$ cat src/rtl/fifo_axis_reader.sv
// Drains a synchronous FIFO into an AXI4-Stream master with tlast every BURST_LEN beats; optional FIFO_AXIS_READER_STATS_EN adds beat/stall counters.
// Latency: 2 cycles from the first fifo_rd_en to tvalid, then 1 beat/cycle.
// Backpressure: 3-entry skid buffer absorbs tready stalls; reads stop when buffer + inflight reach 3.
module fifo_axis_reader #(
  parameter int WIDTH     = 128,
  parameter int BURST_LEN = 16
) (
  input  logic             clk,
  input  logic             rst,
  input  logic             en,
  input  logic             fifo_empty,
  input  logic             fifo_wr_en,
  input  logic [WIDTH-1:0] fifo_rd_data,
  output logic             fifo_rd_en,
  output logic             m_axis_tvalid,
  input  logic             m_axis_tready,
  output logic [WIDTH-1:0] m_axis_tdata,
  output logic             m_axis_tlast
`ifdef FIFO_AXIS_READER_STATS_EN
  ,
  output logic [31:0]      stat_beats,
  output logic [31:0]      stat_stall
`endif
);

  localparam int CNT_W = $clog2(BURST_LEN) + 1;
  localparam logic [CNT_W-1:0] LAST_BEAT = CNT_W'(BURST_LEN - 1);

  logic [1:0]       occ;
  logic [1:0]       head;
  logic [1:0]       tail;
  logic             inflight;
  logic [CNT_W-1:0] beat_cnt;
  logic [WIDTH-1:0] buffer [0:2];
  logic             xfer;

  function automatic logic [1:0] ptr_inc(input logic [1:0] p);
    return (p == 2'd2) ? 2'd0 : p + 2'd1;
  endfunction

  // Reserving space for the inflight beat keeps occupancy within 3 without looking at tready.
  assign fifo_rd_en = !rst && en && !fifo_empty && !fifo_wr_en &&
                      (({1'b0, occ} + {2'b00, inflight}) < 3'd3);

  assign m_axis_tvalid = (occ != 2'd0);
  assign m_axis_tdata  = buffer[head];
  assign m_axis_tlast  = m_axis_tvalid && (beat_cnt == LAST_BEAT);
  assign xfer          = m_axis_tvalid && m_axis_tready;

  always_ff @(posedge clk or posedge rst) begin
    if (rst) begin
      occ      <= 2'd0;
      head     <= 2'd0;
      tail     <= 2'd0;
      inflight <= 1'b0;
      beat_cnt <= '0;
      for (int i = 0; i < 3; i++) begin
        buffer[i] <= '0;
      end
    end else begin
      inflight <= fifo_rd_en;
      occ      <= occ + {1'b0, inflight} - {1'b0, xfer};
      if (inflight) begin
        buffer[tail] <= fifo_rd_data;
        tail         <= ptr_inc(tail);
      end
      if (xfer) begin
        head     <= ptr_inc(head);
        beat_cnt <= (beat_cnt == LAST_BEAT) ? '0 : beat_cnt + 1'b1;
      end
    end
  end

`ifdef FIFO_AXIS_READER_STATS_EN
  // Both counters saturate rather than wrap.
  always_ff @(posedge clk or posedge rst) begin
    if (rst) begin
      stat_beats <= 32'd0;
      stat_stall <= 32'd0;
    end else begin
      if (xfer && (stat_beats != 32'hFFFF_FFFF)) begin
        stat_beats <= stat_beats + 32'd1;
      end
      if (m_axis_tvalid && !m_axis_tready && (stat_stall != 32'hFFFF_FFFF)) begin
        stat_stall <= stat_stall + 32'd1;
      end
    end
  end
`endif

endmodule

$ cat config.mk
export PLATFORM = sky130hd
export DESIGN_NAME = fifo_axis_reader
export DESIGN_NICKNAME = d
export VERILOG_FILES = /design/src/rtl/fifo_axis_reader.sv
export SDC_FILE = /design/constraint.sdc
export NUM_CORES = 1
export LEC_CHECK = 0
export ABC_AREA = 1
export CORE_AREA = 4 4 191 193
export DETAILED_ROUTE_END_ITERATION = 16
export DIE_AREA = 0 0 195 197
export DONT_BUFFER_PORTS = 1
export GPL_TIMING_DRIVEN = 0
export PLACE_DENSITY_LB_ADDON = 0.05
export SYNTH_ARGS = -nofsm -noshare
export SYNTH_HDL_FRONTEND = slang
export SYNTH_SLANG_ARGS = --single-unit
$ cat constraint.sdc
create_clock -name clk -period 12.2 [get_ports clk]
set_input_delay 0.61 -clock clk [delete_from_list [all_inputs] [get_ports clk]]
set_output_delay 0.61 -clock clk [all_outputs]
set_load 0.01 [all_outputs]
==> metrics.cfg <==
[worst_setup_path]
crit_path_start_kind = flip-flop
worst-path-buf-inv = 3
worst_path_most_repeated_cell = nand3_1
crit_fanout = 10
required_ns = 11.59
arrival_ns = 2.35
r2r_cells = 4
crit_slowest_cell = buf_1
reg2reg_from = inflight
critical-path-top-delay-family = buffers and inverters
crit_chain = inv_1 > buf_2 > buf_1 > nand3_1 > nand3_1
critical_path_class = reg -> out
rr_endpoint = tail[1]
cpPeakStageDelay_ns = 0.49
r2r_slack_ns = 10.37
crit_path_end_kind = output port

[sta]
fmax_mhz = 338
min_period_ns = 2.96
relSlewSlack_pct = 55.4
report.final.slew_viol_count = 0
fin_ws_ns = 9.24
fin_worst_skew_ns = 0.0105
tightestPinTransition_ns = 0.669
holdWs_ns = -0.0118
rsz0062_at_grt = no
post-route-period-util_pct = 24.3
hold_viol = 6
final-setup-viol-count = 0

[routing]
drcViolationCount = 0
drtIter0Drc = 872
ant_nets = 0
via_count = 13736
dr.pass1.iters = 5
topRoutingLayerUsed = met5
met1Wirelength_mm = 21.9
wl_met3_mm = 3.94
drt_wl_total_mm = 49.9
routed-wl-met2_mm = 22.9
vias_per_cell = 5.43
routedWlPerCell_um = 19.7

[logic_synthesis]
synth_top_area_share_pct = 58.7
yosys_warnings = 0
ys_ff_latch = 396
synth_area_leaders = dfrtp_1 (59%), nand2_1 (15%), o21ai_0 (12%)
synth-seq-area-share_pct = 58.7
syn_area_per_cell_um2 = 8.44
yosys.area.top_type = dfrtp_1
ys_types = 15
syn_area_um2 = 16900
syn_inst = 2000
syn_nets = 2139

[job]
maxCapViolCount = 0

[floorplan]
die_w_um = 195
die_area_um2 = 38400
placementRows = 68
start_util_pct = 48.9
io_pins = 265
core-area_um2 = 34500
die_y_um = 197

[global_route]
grt_pass1_vias = 13517
grt_max_degree = 125
antenna_found_initial = 3
grt_pass1_wl_mm = 78.9
globalRouteOverflowTotal = 0
gr-usage-all-layers_pct = 25.6

[power_and_ir_drop]
power_density_nw_per_um2 = 292
power_w = 0.00554
p_leak_nw = 9.64
peakVddDrop_v = 0.000136

[cells_and_area]
syn2layout_area_growth_pct = 12.3
nets = 2187
layout.cells.most_common = nand2_1
final_cell_mix = nand2_1 (653), dfrtp_1 (396), o21ai_0 (388)
drive_above_1_share_pct = 5.83
finalInstanceArea_um2 = 19000
num-fill-cells = 3328

[cts]
cts_tree = built
h-tree-depth = 2
cts.sinks = 396
holdBufCountCts = 0
root_buffer = clkbuf_16
ctsResizeCount = 0
cts_max_path_buffers = 3
clk_latency_ns = 0.54
cts.reportedPaths.clkPinSlew_ns = 0.06
cts_setup_buffers = 0
cts_inserted_buffers = 43

[hold_path]
hp-class = in -> async

[place]
dp_hpwl_mm = 32.9
gp_congestion = 0.798
dp_slack_ns = 9.51
io_buffers = 0
place_area_um2 = 17500

[status]
failed_checks = hold timing
status = finished, violations left

[worst max path at each step]
| stage | endpoint | depth (start not counted) | slack [ns] | from |
|---|---|---|---|---|
| after floorplan | beat_cnt[0] | 1 | 0.56 | rst |
| after global placement | buffer[53] | 1 | -4.12 | rst |
| after detailed placement | fifo_rd_en | 4 | 9.51 | rst |
| after CTS | m_axis_tdata[72] | 5 | 9.27 | head[1] |
| after global routing | m_axis_tdata[72] | 5 | 9.11 | head[1] |
| final | m_axis_tdata[73] | 5 | 9.24 | head[1] |
[area by class of cell]
class	count	area, um^2	share of cell area, %
diodes	1	2.50	0.0132
inverters	140	533	2.81
plain buffers	142	601	3.17
clock buffers	68	1380	7.29
flip-flops and latches	396	9910	52.3
multi-input cells	1322	5840	30.8
clock inverters	3	40.0	0.211
well taps	455	569	3.00
repair buffers	3	82.6	0.435
[state kept, by name, summed over array words and instances, names as in the netlist]
register,flops
inflight,1
head,2
buffer,384
tail,2
beat_cnt,5
occ,2
[cell families after synthesis]
| group | Yosys count | share of synthesized area (%) |
|---|---|---|
| DFF | 396 | 58.7 |
| adders and majority gates | 5 | 0.371 |
| xor gates and xnor gates | 3 | 0.156 |
| AOI/OAI and AO/OA | 389 | 11.5 |
| and+or+nand+nor | 925 | 22.6 |
| buffers and inverters | 282 | 6.67 |
[where the power goes]
part	leakage [nW]	switching [W]	internal, W
sequential	4.32	0.000319	0.00193
clock	0.706	0.000511	0.000790
combinational	4.61	0.00140	0.000599
[cell usage after synthesis]
master / instances
nor4_1: 1
clkbuf_1: 74
nor2_1: 6
inv_1: 140
ha_1: 5
buf_4: 1
buf_1: 16
dfrtp_1: 396
buf_2: 51
nand4_1: 2
nand2_1: 653
o21ai_0: 388
nand3_1: 263
xnor2_1: 3
a21oi_1: 1
[routing by layer]
layer	track usage, %	up-vias
li1	-	6557
met1	37.1	6719
met2	39.1	382
met3	6.70	74
met4	6.44	4
met5	0	-
[through the flow]
step	util, %	hold WS, ns	TNS (ns)	instances
floorplan	-	0.453	0	2000
global placement	50.5	0.466	-1624.99	2455
detailed placement	50.8	0.473	0	2458
CTS	54.9	0.00238	0	2529
global route	54.9	0.0126	0	2530
finish	54.9	-0.0118	0	2530
Power figures use the tool's default switching activity.
